==> config.mk <==
export PLATFORM = sky130hd
export DESIGN_NAME = tang_leds_pwm_flat
export DESIGN_NICKNAME = d
export VERILOG_FILES = /design/src/rtl/tang_leds_pwm_if.sv /design/src/rtl/tang_leds_pwm.sv /design/src/flat_wrapper.sv
export SDC_FILE = /design/constraint.sdc
export NUM_CORES = 1
export LEC_CHECK = 0
export CELL_PAD_IN_SITES_DETAIL_PLACEMENT = 0
export CELL_PAD_IN_SITES_GLOBAL_PLACEMENT = 2
export CORE_MARGIN = 4
export CORE_UTILIZATION = 38
export CTS_CLUSTER_DIAMETER = 30
export CTS_CLUSTER_SIZE = 28
export DETAILED_ROUTE_END_ITERATION = 10
export GPL_TIMING_DRIVEN = 0
export PLACE_DENSITY = 0.85
export SETUP_SLACK_MARGIN = 0.02
export SYNTH_ARGS = -nofsm -noshare
export SYNTH_HDL_FRONTEND = slang
export SYNTH_SLANG_ARGS = --single-unit
==> constraint.sdc <==
create_clock -name clk -period 2.1 [get_ports clk]
set_input_delay 0.315 -clock clk [delete_from_list [all_inputs] [get_ports clk]]
set_output_delay 0.315 -clock clk [all_outputs]
set_load 0.01 [all_outputs]
==> src/rtl/tang_leds_pwm_if.sv <==
// tang_leds_pwm_if: picorv32 native-bus slice used to reach the LED register block.
// Latency: none, wires only.
// Backpressure: master holds leds_sel until the one-cycle leds_ready pulse.
// Ports: leds_sel/leds_addr/leds_we/leds_data_i from master, leds_ready/leds_data_o from slave.
interface tang_leds_pwm_if;
  logic        leds_sel;
  logic [3:0]  leds_addr;
  logic        leds_we;
  logic [31:0] leds_data_i;
  logic        leds_ready;
  logic [31:0] leds_data_o;

  modport master (
    output leds_sel,
    output leds_addr,
    output leds_we,
    output leds_data_i,
    input  leds_ready,
    input  leds_data_o
  );

  modport slave (
    input  leds_sel,
    input  leds_addr,
    input  leds_we,
    input  leds_data_i,
    output leds_ready,
    output leds_data_o
  );
endinterface

==> src/rtl/tang_leds_pwm.sv <==
// tang_leds_pwm: LED register block (on/off, per-channel PWM duty, shared prescaler) for picorv32.
// Latency: leds_ready rises WAIT_STATES+1 cycles after the accepting edge; leds_o lags register state by 1 cycle.
// Backpressure: one access in flight; leds_sel is ignored until the bus FSM is back in IDLE.
// Optional feature: define TANG_LEDS_BLINK_EN to add the BLINK register (index 3) and blink gating.
// Ports: clk, resetn (async active-low), bus (tang_leds_pwm_if.slave), leds_o[NUM_LEDS-1:0] (LED pins).
module tang_leds_pwm #(
  parameter int NUM_LEDS    = 6,
  parameter int PWM_BITS    = 8,
  parameter int WAIT_STATES = 3,
  parameter int ACTIVE_LOW  = 1
) (
  input  logic                clk,
  input  logic                resetn,
  tang_leds_pwm_if.slave      bus,
  output logic [NUM_LEDS-1:0] leds_o
);

  localparam logic                AL_BIT  = (ACTIVE_LOW != 0);
  localparam logic [NUM_LEDS-1:0] LEDS_OFF = {NUM_LEDS{AL_BIT}};
  localparam logic [PWM_BITS-1:0] PWM_ONE = 1;
  localparam logic [PWM_BITS-1:0] PWM_MAX = '1;
  localparam logic [3:0]          WAIT_INIT = 4'(WAIT_STATES);

  typedef enum logic [1:0] {
    ST_IDLE = 2'd0,
    ST_WAIT = 2'd1,
    ST_DONE = 2'd2
  } bus_state_e;

  // Bus FSM state
  bus_state_e  bus_st_q, bus_st_d;
  logic [3:0]  wait_cnt_q, wait_cnt_d;
  logic        ready_q, ready_d;
  logic [31:0] rdata_q, rdata_d;

  // Register file
  logic                               ctrl_q, ctrl_d;
  logic [NUM_LEDS-1:0]                led_state_q, led_state_d;
  logic [15:0]                        prescale_q, prescale_d;
  logic [NUM_LEDS-1:0][PWM_BITS-1:0]  duty_q, duty_d;

  // PWM timebase
  logic [15:0]         pre_cnt_q, pre_cnt_d;
  logic [PWM_BITS-1:0] pwm_cnt_q, pwm_cnt_d;
  logic                pwm_tick;

  // Output stage
  logic [NUM_LEDS-1:0] lit;
  logic [NUM_LEDS-1:0] leds_q, leds_d;

`ifdef TANG_LEDS_BLINK_EN
  logic [NUM_LEDS-1:0] blink_q, blink_d;
  logic [7:0]          period_q, period_d;
  logic                blink_phase_q, blink_phase_d;
  logic                pwm_wrap;
`endif

  logic        accept;
  logic        wr_en;
  logic [31:0] rd_mux;

  // Upper write-data bits never land in any register field.
  logic unused_wdata;
  assign unused_wdata = ^bus.leds_data_i[31:16];

  assign accept = (bus_st_q == ST_IDLE) && bus.leds_sel;
  assign wr_en  = accept && bus.leds_we;

  // ---------------------------------------------------------------
  // Read mux: unmapped indices and bits beyond each field read 0.
  // ---------------------------------------------------------------
  always_comb begin
    rd_mux = '0;
    case (bus.leds_addr)
      4'd0: rd_mux[0]              = ctrl_q;
      4'd1: rd_mux[NUM_LEDS-1:0]   = led_state_q;
      4'd2: rd_mux[15:0]           = prescale_q;
`ifdef TANG_LEDS_BLINK_EN
      4'd3: rd_mux[NUM_LEDS-1:0]   = blink_q;
`endif
      default: begin
        for (int i = 0; i < NUM_LEDS; i++) begin
          if (bus.leds_addr == 4'(i + 4)) begin
            rd_mux[PWM_BITS-1:0] = duty_q[i];
          end
        end
      end
    endcase
  end

  // ---------------------------------------------------------------
  // Register writes commit on the accepting edge.
  // ---------------------------------------------------------------
  always_comb begin
    ctrl_d      = ctrl_q;
    led_state_d = led_state_q;
    prescale_d  = prescale_q;
    duty_d      = duty_q;
`ifdef TANG_LEDS_BLINK_EN
    blink_d     = blink_q;
`endif
    if (wr_en) begin
      case (bus.leds_addr)
        4'd0: ctrl_d      = bus.leds_data_i[0];
        4'd1: led_state_d = bus.leds_data_i[NUM_LEDS-1:0];
        4'd2: prescale_d  = bus.leds_data_i[15:0];
`ifdef TANG_LEDS_BLINK_EN
        4'd3: blink_d     = bus.leds_data_i[NUM_LEDS-1:0];
`endif
        default: begin
          for (int i = 0; i < NUM_LEDS; i++) begin
            if (bus.leds_addr == 4'(i + 4)) begin
              duty_d[i] = bus.leds_data_i[PWM_BITS-1:0];
            end
          end
        end
      endcase
    end
  end

  // ---------------------------------------------------------------
  // Bus FSM next state. leds_ready is registered out of DONE, so the
  // pulse lands in the cycle after DONE while the FSM already sits in
  // IDLE; that is what gives WAIT_STATES+1 cycles of latency and lets
  // a still-held leds_sel start the next access straight away.
  // WAIT leaves when the counter is about to reach zero.
  // ---------------------------------------------------------------
  always_comb begin
    bus_st_d   = bus_st_q;
    wait_cnt_d = wait_cnt_q;
    ready_d    = 1'b0;
    rdata_d    = rdata_q;
    case (bus_st_q)
      ST_IDLE: begin
        if (bus.leds_sel) begin
          if (!bus.leds_we) begin
            rdata_d = rd_mux;
          end
          if (WAIT_STATES == 0) begin
            bus_st_d = ST_DONE;
          end else begin
            bus_st_d   = ST_WAIT;
            wait_cnt_d = WAIT_INIT;
          end
        end
      end
      ST_WAIT: begin
        wait_cnt_d = wait_cnt_q - 4'd1;
        if (wait_cnt_q <= 4'd1) begin
          bus_st_d = ST_DONE;
        end
      end
      ST_DONE: begin
        ready_d  = 1'b1;
        bus_st_d = ST_IDLE;
      end
      default: bus_st_d = ST_IDLE;
    endcase
  end

  // ---------------------------------------------------------------
  // PWM timebase. The prescale compare is equality only: if PRESCALE
  // is lowered below the running count, the counter rolls through
  // 0xFFFF back to 0 before the next compare can hit.
  // ---------------------------------------------------------------
  always_comb begin
    pwm_tick  = (pre_cnt_q == prescale_q);
    pre_cnt_d = pwm_tick ? 16'd0 : pre_cnt_q + 16'd1;
    pwm_cnt_d = pwm_tick ? pwm_cnt_q + PWM_ONE : pwm_cnt_q;
  end

`ifdef TANG_LEDS_BLINK_EN
  // Blink phase flips once every 256 full PWM periods.
  always_comb begin
    pwm_wrap      = pwm_tick && (pwm_cnt_q == PWM_MAX);
    period_d      = pwm_wrap ? period_q + 8'd1 : period_q;
    blink_phase_d = (pwm_wrap && (period_q == 8'hFF)) ? ~blink_phase_q : blink_phase_q;
  end
`endif

  // ---------------------------------------------------------------
  // Lit decision and output polarity.
  // ---------------------------------------------------------------
  always_comb begin
    lit = '0;
    for (int i = 0; i < NUM_LEDS; i++) begin
      lit[i] = led_state_q[i] && (!ctrl_q || (duty_q[i] > pwm_cnt_q));
`ifdef TANG_LEDS_BLINK_EN
      if (blink_q[i] && !blink_phase_q) begin
        lit[i] = 1'b0;
      end
`endif
    end
    leds_d = lit ^ LEDS_OFF;
  end

  // ---------------------------------------------------------------
  // Bus FSM registers.
  // ---------------------------------------------------------------
  always_ff @(posedge clk or negedge resetn) begin
    if (!resetn) begin
      bus_st_q   <= ST_IDLE;
      wait_cnt_q <= 4'd0;
      ready_q    <= 1'b0;
      rdata_q    <= 32'd0;
    end else begin
      bus_st_q   <= bus_st_d;
      wait_cnt_q <= wait_cnt_d;
      ready_q    <= ready_d;
      rdata_q    <= rdata_d;
    end
  end

  // ---------------------------------------------------------------
  // Register file, PWM counters and LED output registers.
  // ---------------------------------------------------------------
  always_ff @(posedge clk or negedge resetn) begin
    if (!resetn) begin
      ctrl_q      <= 1'b0;
      led_state_q <= '0;
      prescale_q  <= 16'd0;
      duty_q      <= '0;
      pre_cnt_q   <= 16'd0;
      pwm_cnt_q   <= '0;
      leds_q      <= LEDS_OFF;
    end else begin
      ctrl_q      <= ctrl_d;
      led_state_q <= led_state_d;
      prescale_q  <= prescale_d;
      duty_q      <= duty_d;
      pre_cnt_q   <= pre_cnt_d;
      pwm_cnt_q   <= pwm_cnt_d;
      leds_q      <= leds_d;
    end
  end

`ifdef TANG_LEDS_BLINK_EN
  always_ff @(posedge clk or negedge resetn) begin
    if (!resetn) begin
      blink_q       <= '0;
      period_q      <= 8'd0;
      blink_phase_q <= 1'b0;
    end else begin
      blink_q       <= blink_d;
      period_q      <= period_d;
      blink_phase_q <= blink_phase_d;
    end
  end
`endif

  assign bus.leds_ready  = ready_q;
  assign bus.leds_data_o = rdata_q;
  assign leds_o          = leds_q;

endmodule

==> src/flat_wrapper.sv <==
// flat-port wrapper written by rule: the top's interface ports become plain ports
module tang_leds_pwm_flat 
#(
  parameter int NUM_LEDS    = 6,
  parameter int PWM_BITS    = 8,
  parameter int WAIT_STATES = 3,
  parameter int ACTIVE_LOW  = 1
)
  (clk, resetn, leds_o, bus_leds_sel, bus_leds_addr, bus_leds_we, bus_leds_data_i, bus_leds_ready, bus_leds_data_o);
  tang_leds_pwm_if bus_i ();
  input  logic clk;
  input  logic resetn;
  output logic [NUM_LEDS-1:0] leds_o;
  input wire logic [$bits(bus_i.leds_sel)-1:0] bus_leds_sel;
  input wire logic [$bits(bus_i.leds_addr)-1:0] bus_leds_addr;
  input wire logic [$bits(bus_i.leds_we)-1:0] bus_leds_we;
  input wire logic [$bits(bus_i.leds_data_i)-1:0] bus_leds_data_i;
  output wire logic [$bits(bus_i.leds_ready)-1:0] bus_leds_ready;
  output wire logic [$bits(bus_i.leds_data_o)-1:0] bus_leds_data_o;
  assign bus_i.leds_sel = bus_leds_sel;
  assign bus_i.leds_addr = bus_leds_addr;
  assign bus_i.leds_we = bus_leds_we;
  assign bus_i.leds_data_i = bus_leds_data_i;
  assign bus_leds_ready = bus_i.leds_ready;
  assign bus_leds_data_o = bus_i.leds_data_o;
  tang_leds_pwm #(.NUM_LEDS(NUM_LEDS), .PWM_BITS(PWM_BITS), .WAIT_STATES(WAIT_STATES), .ACTIVE_LOW(ACTIVE_LOW)) u_core (.clk(clk), .resetn(resetn), .bus(bus_i), .leds_o(leds_o));
endmodule
==> flow_summary.yaml, run 1 <==
sta:
  fin_crit_sh_pct: 96.17
  hold_violations: 0
  fin_crit_ps: 2020
  finClkSkew_ps: 5.447
  rsz0062_at_grt: "false"
  max_freq_mhz: 495.2
  setup_tns_ps: 0
  setup_violations: 0
  slew_viol_final: 0
  holdWs_ps: 303.3
global_routing:
  top_usage_layer: "met2"
  grt-ovfl-total: 0
  grt_pass1_wl_um: 28340
  use_met1_pct: 23.28
  grt_max_degree: 88
  grt.met2_usage_pct: 30.61
  grt_pass1_vias: 5133
  grtUsageMet3_pct: 3.985
  grt_usage_pct: 18.28
  antenna_found_initial: 0
floorplanning:
  core_um2: 17960
  ioPinCount: 79
  start_util_pct: 38.61
  die-area_um2: 20480
  dieHeight_um: 143.1
  rows: 49
  fp.dieW_um: 143.1
flow_run:
  max_cap_violations: 0
hold_path:
  hp-class: "in -> reg"
  hold_start: "bus_leds_addr[2]"
logic_synthesis:
  async_flop_share_pct: 100.0
  ys_ff_latch: 124
  syn_area_per_cell_um2: 11.22
  yosys_warnings: 0
  synthFlopType: "dfrtp_1"
  syn_area_um2: 6935
  syn_inst: 618
  synth_edf_count: 0
  synth_cell_type_count: 58
  seq_area_frac_synth_pct: 44.85
status:
  status: "finished clean"
setup_path:
  cp_top_family: "buffers and inverters"
  crit_cells: 8
  crit_slowest_cell: "clkdlybuf4s50_1"
  worst_setup_path_end_kind: "register"
  crit_required_ps: 2410
  worstSetupPathType: "in -> reg"
  path_max_fanout: 10
  cp_slowest_stage_delay_ps: 540
  r2r_start: "u_core.bus_st_q[0]"
  reg2reg_slack_ps: 210
  worstSetupStartpoint: "bus_leds_addr[1]"
  start_kind: "primary input"
  worst-path-buf-inv: 3
  cp_cell_sequence: "clkdlybuf4s50_1 > clkbuf_4 > clkbuf_4 > mux2i_1 > o2bb2ai_1 > o21ai_0 > o21ai_0 > o21a_1"
  worstReg2RegEnd: "u_core.duty_q[31]"
  crit_arrival_ps: 2330
  reg2reg_depth: 6
  crit_end: "u_core.bus.leds_data_o[0]"
detailed_routing:
  drc: 0
  routed_via_density: 5.296
  antenna_left: 0
  drtIter0Drc: 206
  vias: 4978
  dr.pass1.iters: 5
  wl_um: 18040
  wl_per_cell_um: 19.19
layout:
  fin_nets: 790
  utilization_pct: 46.24
  layout-drive-gt1-share_pct: 22.50
  syn_to_final_growth_pct: 19.75
  n_antenna_cell: 0
  layout.cells.non_filler: 940
clocking:
  cts_root_buffer: "clkbuf_16"
  cts_buffers: 17
  clk_pin_slew_ps: 50
  cts_tree: "built"
  cts_num_sinks: 124
  cts_buffer_depth: 2
  clkLatencyLatePin_ps: 420
  htreeDepth: 4
  post_cts_buffers: 0
place:
  routabilityCongestion: 0.9020
  dp_hpwl_um: 13370
  placed_cells: 907
  portBuffers: 44
pwr:
  finalPower_mw: 9.840
  power_density_nw_per_um2: 1185
  p_leak_nw: 3.922
  irDropWorstVdd_uv: 723.4
## power by group
| part | total (mW) | switching, mW | internal (mW) |
|---|---|---|---|
| clock network | 2.68 | 1.07 | 1.60 |
| registers | 3.73 | 0.676 | 3.06 |
| logic | 3.43 | 1.71 | 1.72 |
## worst min path at each step
stage,to,slack (ps),cells after the start
after floorplan,u_core.bus.leds_data_o[0],20,0
after global placement,u_core.bus.leds_data_o[10],460,2
after detailed placement,u_core.pwm_cnt_q[0],250,1
after CTS,u_core.bus.leds_data_o[0],290,3
after global routing,u_core.bus.leds_data_o[0],300,3
final,u_core.bus.leds_data_o[0],300,3
## tightest hold or removal path, delay by kind of cell
family	cells	cell delay, ps
AOI/OAI and AO/OA	2	240
buffers and inverters	1	130
## kinds of logic (layout without fill, tap and decap cells)
kind of cell               count (synthesis)  in the layout  share of synthesized area, %
other                                      1             16                       0.05407
AOI/OAI and AO/OA                        109            109                         9.544
buffers and inverters                     55            133                         4.781
adders and majority gates                 52             52                         9.381
DFF                                      124            124                         44.85
xor gates and xnor gates                  35             35                         4.420
muxes                                     81             81                         14.78
and+or+nand+nor                          161            161                         12.20
## per-stage QoR
| step | worst slack [ps] | cell area [µm²] |
|---|---|---|
| 6_report | 80.42 | 8305 |
| 5_1_grt | 57.89 | 8305 |
| 4_1_cts | 39.68 | 8295 |
| 3_5_place_dp | -427.2 | 7747 |
| 3_3_place_gp | -4134 | 7719 |
| 2_1_floorplan | 482.3 | 6992 |
## sequential cells by signal, indices dropped and copies added (netlist names)
| signal | cells |
|---|---|
| u_core.bus.leds_data_o | 16 |
| u_core.bus.leds_ready | 1 |
| u_core.bus_st_q | 2 |
| u_core.ctrl_q | 1 |
| u_core.duty_q | 48 |
| u_core.led_state_q | 6 |
| u_core.leds_o | 6 |
| u_core.pre_cnt_q | 16 |
| u_core.prescale_q | 16 |
| u_core.pwm_cnt_q | 8 |
| u_core.wait_cnt_q | 4 |
## cell usage after synthesis, types with 4 or more instances
cell        n  area (µm²)
dfrtp_1   118        2953
o21ai_0    46       230.2
buf_4      19       142.6
a21o_1     19       142.6
nor3_1      4       20.02
inv_1      19       71.32
mux4_2      7       157.7
nand4_1    18       112.6
a22oi_1     8       60.06
and3_1     15       93.84
clkbuf_1    5       18.77
buf_2       6       30.03
xnor2_1    24       210.2
nand3_1    12       60.06
xor2_1     11       96.34
mux2_4     10       150.1
nand2_1    38       142.6
nor2b_1    11       68.82
dfstp_2     6       157.7
a21oi_1    18       90.09
ha_1       52       650.6
mux2_2     61       686.9
nor2_1     38       142.6
## placed cells by master (no fill, tap or decap), types with 8 or more instances in the layout
cell             instances
clkdlybuf4s50_1         43
and3_1                  15
xnor2_1                 24
nand4_1                 18
dfrtp_1                118
conb_1                  16
clkbuf_16               17
o21ai_0                 46
a21oi_1                 18
mux2_4                  10
nor2_1                  38
xor2_1                  11
inv_1                   18
nor2b_1                 11
a22oi_1                  8
mux2_2                  61
ha_1                    52
buf_4                   19
nand3_1                 11
nand2_1                 37
a21o_1                  19
## repair_timing
action / in CTS / in global routing
gates resized for setup: 1 / 4
setup endpoints to repair: 1 / 13
hold buffers: 1 / 0
endpoints found under the hold margin: 36 / 0
## layout make-up
class / instances / area (µm²)
well taps: 229 / 286.5
inverters: 21 / 86.33
repair buffers: 46 / 479.2
clock inverters: 13 / 102.6
multi-input cells: 454 / 3557
clock buffers: 19 / 432.9
fillers: 1656 / 9658
flip-flops and latches: 124 / 3110
plain buffers: 34 / 250.2
## metal layers
layer  share of wire [%]  wire length [µm]
met3                 3.6               648
met4                 2.3               421
met5                   0                 0
met2                  50              9076
met1                  44              7889
Note: power is estimated with default switching activity, not from simulation.
==> run 2: changes to the inputs <==
--- a/config.mk
+++ b/config.mk
@@ -8,13 +8,15 @@
 export CELL_PAD_IN_SITES_DETAIL_PLACEMENT = 0
 export CELL_PAD_IN_SITES_GLOBAL_PLACEMENT = 2
 export CORE_MARGIN = 4
-export CORE_UTILIZATION = 38
+export CORE_UTILIZATION = 43
 export CTS_CLUSTER_DIAMETER = 30
 export CTS_CLUSTER_SIZE = 28
 export DETAILED_ROUTE_END_ITERATION = 10
+export DONT_BUFFER_PORTS = 1
 export GPL_TIMING_DRIVEN = 0
 export PLACE_DENSITY = 0.85
 export SETUP_SLACK_MARGIN = 0.02
 export SYNTH_ARGS = -nofsm -noshare
 export SYNTH_HDL_FRONTEND = slang
 export SYNTH_SLANG_ARGS = --single-unit
+export TNS_END_PERCENT = 30
==> flow_summary.yaml, run 2 (same netlist as run 1, synthesis figures left out) <==
status:
  status: "finished with violations"
  violations: "hold timing"
floorplanning:
  core_um2: 15830
  dieHeight_um: 135
  start_util_pct: 43.82
  fp.dieW_um: 135
  rows: 46
  ioPinCount: 79
  die-area_um2: 18230
detailed_routing:
  dr.pass1.iters: 5
  wl_um: 17710
  vias: 4813
  wirelength_met1_um: 7476
  top_layer_used: "met4"
  wl_per_cell_um: 20.11
  drc: 0
  routed_via_density: 5.463
  antenna_left: 0
  met3_length_um: 954
  wl_met2_um: 8851
  drtIter0Drc: 229
pwr:
  power_density_nw_per_um2: 1278
  p_leak_nw: 3.789
  finalPower_mw: 10.14
  irDropWorstVdd_uv: 617.4
global_routing:
  grt_pass1_wl_um: 28320
  grt_max_degree: 125
  grt-ovfl-total: 0
  grt_pass1_vias: 5050
  grt_usage_pct: 20.45
  antenna_found_initial: 0
sta:
  holdWs_ps: -415.4
  setup_tns_ps: 0
  slew_viol_final: 0
  setup_violations: 0
  max_freq_mhz: 508.7
  fin_crit_sh_pct: 93.62
  finClkSkew_ps: 10.62
  worst_slew_pin_slew_ps: 501.3
  finalWorstSetupSlack_ps: 134.1
  fin_crit_ps: 1966
  hold_violations: 124
  relSlewSlack_pct: 66.45
  rsz0062_at_grt: "false"
layout:
  layout_commonest_cell: "dfrtp_1"
  fin_nets: 744
  layout.cells.non_filler: 881
  mostFrequentLayoutCells: "dfrtp_1 (118), mux2_2 (61), ha_1 (52), o21ai_0 (46)"
  n_antenna_cell: 0
  layout-drive-gt1-share_pct: 23.61
  top_register: "u_core.duty_q"
  final_cell_area_um2: 7930
  largest_reg_flops: 48
  syn_to_final_growth_pct: 14.34
  utilization_pct: 50.10
place:
  placed_cells: 849
  portBuffers: 0
  dpl_worst_slack_ps: 88.42
  routabilityCongestion: 0.8580
  dp_hpwl_um: 12990
  placed_cell_area_um2: 7262
clocking:
  clk_pin_slew_ps: 60
  htreeDepth: 4
  cts_resized: 0
  cts_root_buffer: "clkbuf_16"
  cts_buffer_depth: 2
  post_cts_buffers: 0
  cts_num_sinks: 124
  clkLatencyLatePin_ps: 430
  cts_tree: "built"
  cts_buffers: 17
setup_path:
  worstSetupPathType: "reg -> reg"
  crit_required_ps: 2410
  reg2reg_slack_ps: 130
  worst_setup_path_end_kind: "register"
  start_kind: "register"
  crit_arrival_ps: 2280
  path_max_fanout: 8
flow_run:
  max_cap_violations: 0
hold_path:
  hp-class: "in -> async"
[run 2: worst paths after layout]
kind / startpoint / end / cells after the start
setup / recovery: u_core.bus_st_q[0] / u_core.duty_q[9] / 5
hold / removal: resetn / u_core.pre_cnt_q[0] / 0
setup reg to reg: u_core.bus_st_q[0] / u_core.duty_q[9] / 5
hold reg to reg: u_core.pwm_cnt_q[5] / u_core.pwm_cnt_q[5] / 1
max in group asynchronous: resetn / u_core.leds_o[2] / 0
min in group clk: bus_leds_data_i[0] / u_core.ctrl_q / 2
[run 2: power by group]
group	total, mW	internal (mW)	switching, mW
registers	3.83	3.06	0.768
logic	3.02	1.51	1.51
clock network	3.30	2.17	1.12
[run 2: worst max-delay path: stages, from the launching register on]
cell	delay, ps
dfrtp_1	450
nor2_2	150
nand3_1	270
nor2b_2	260
nand2_1	330
mux2_2	380
[run 2: per-layer routing]
layer | up-vias | GRT usage, %
met2 | 132 | 33.71
li1 | 2263 | -
met5 | - | 0
met1 | 2389 | 25.98
met3 | 29 | 5.924
met4 | 0 | 6.775
[run 2: layout make-up]
| type | instances | area [µm²] |
|---|---|---|
| Clock inverter | 13 | 215.2 |
| Buffer | 34 | 245.2 |
| Clock buffer | 19 | 452.9 |
| Multi-Input combinational cell | 454 | 3550 |
| Inverter | 21 | 86.33 |
| Tap cell | 216 | 270.3 |
| Sequential cell | 124 | 3110 |
| Fill cell | 1412 | 7898 |
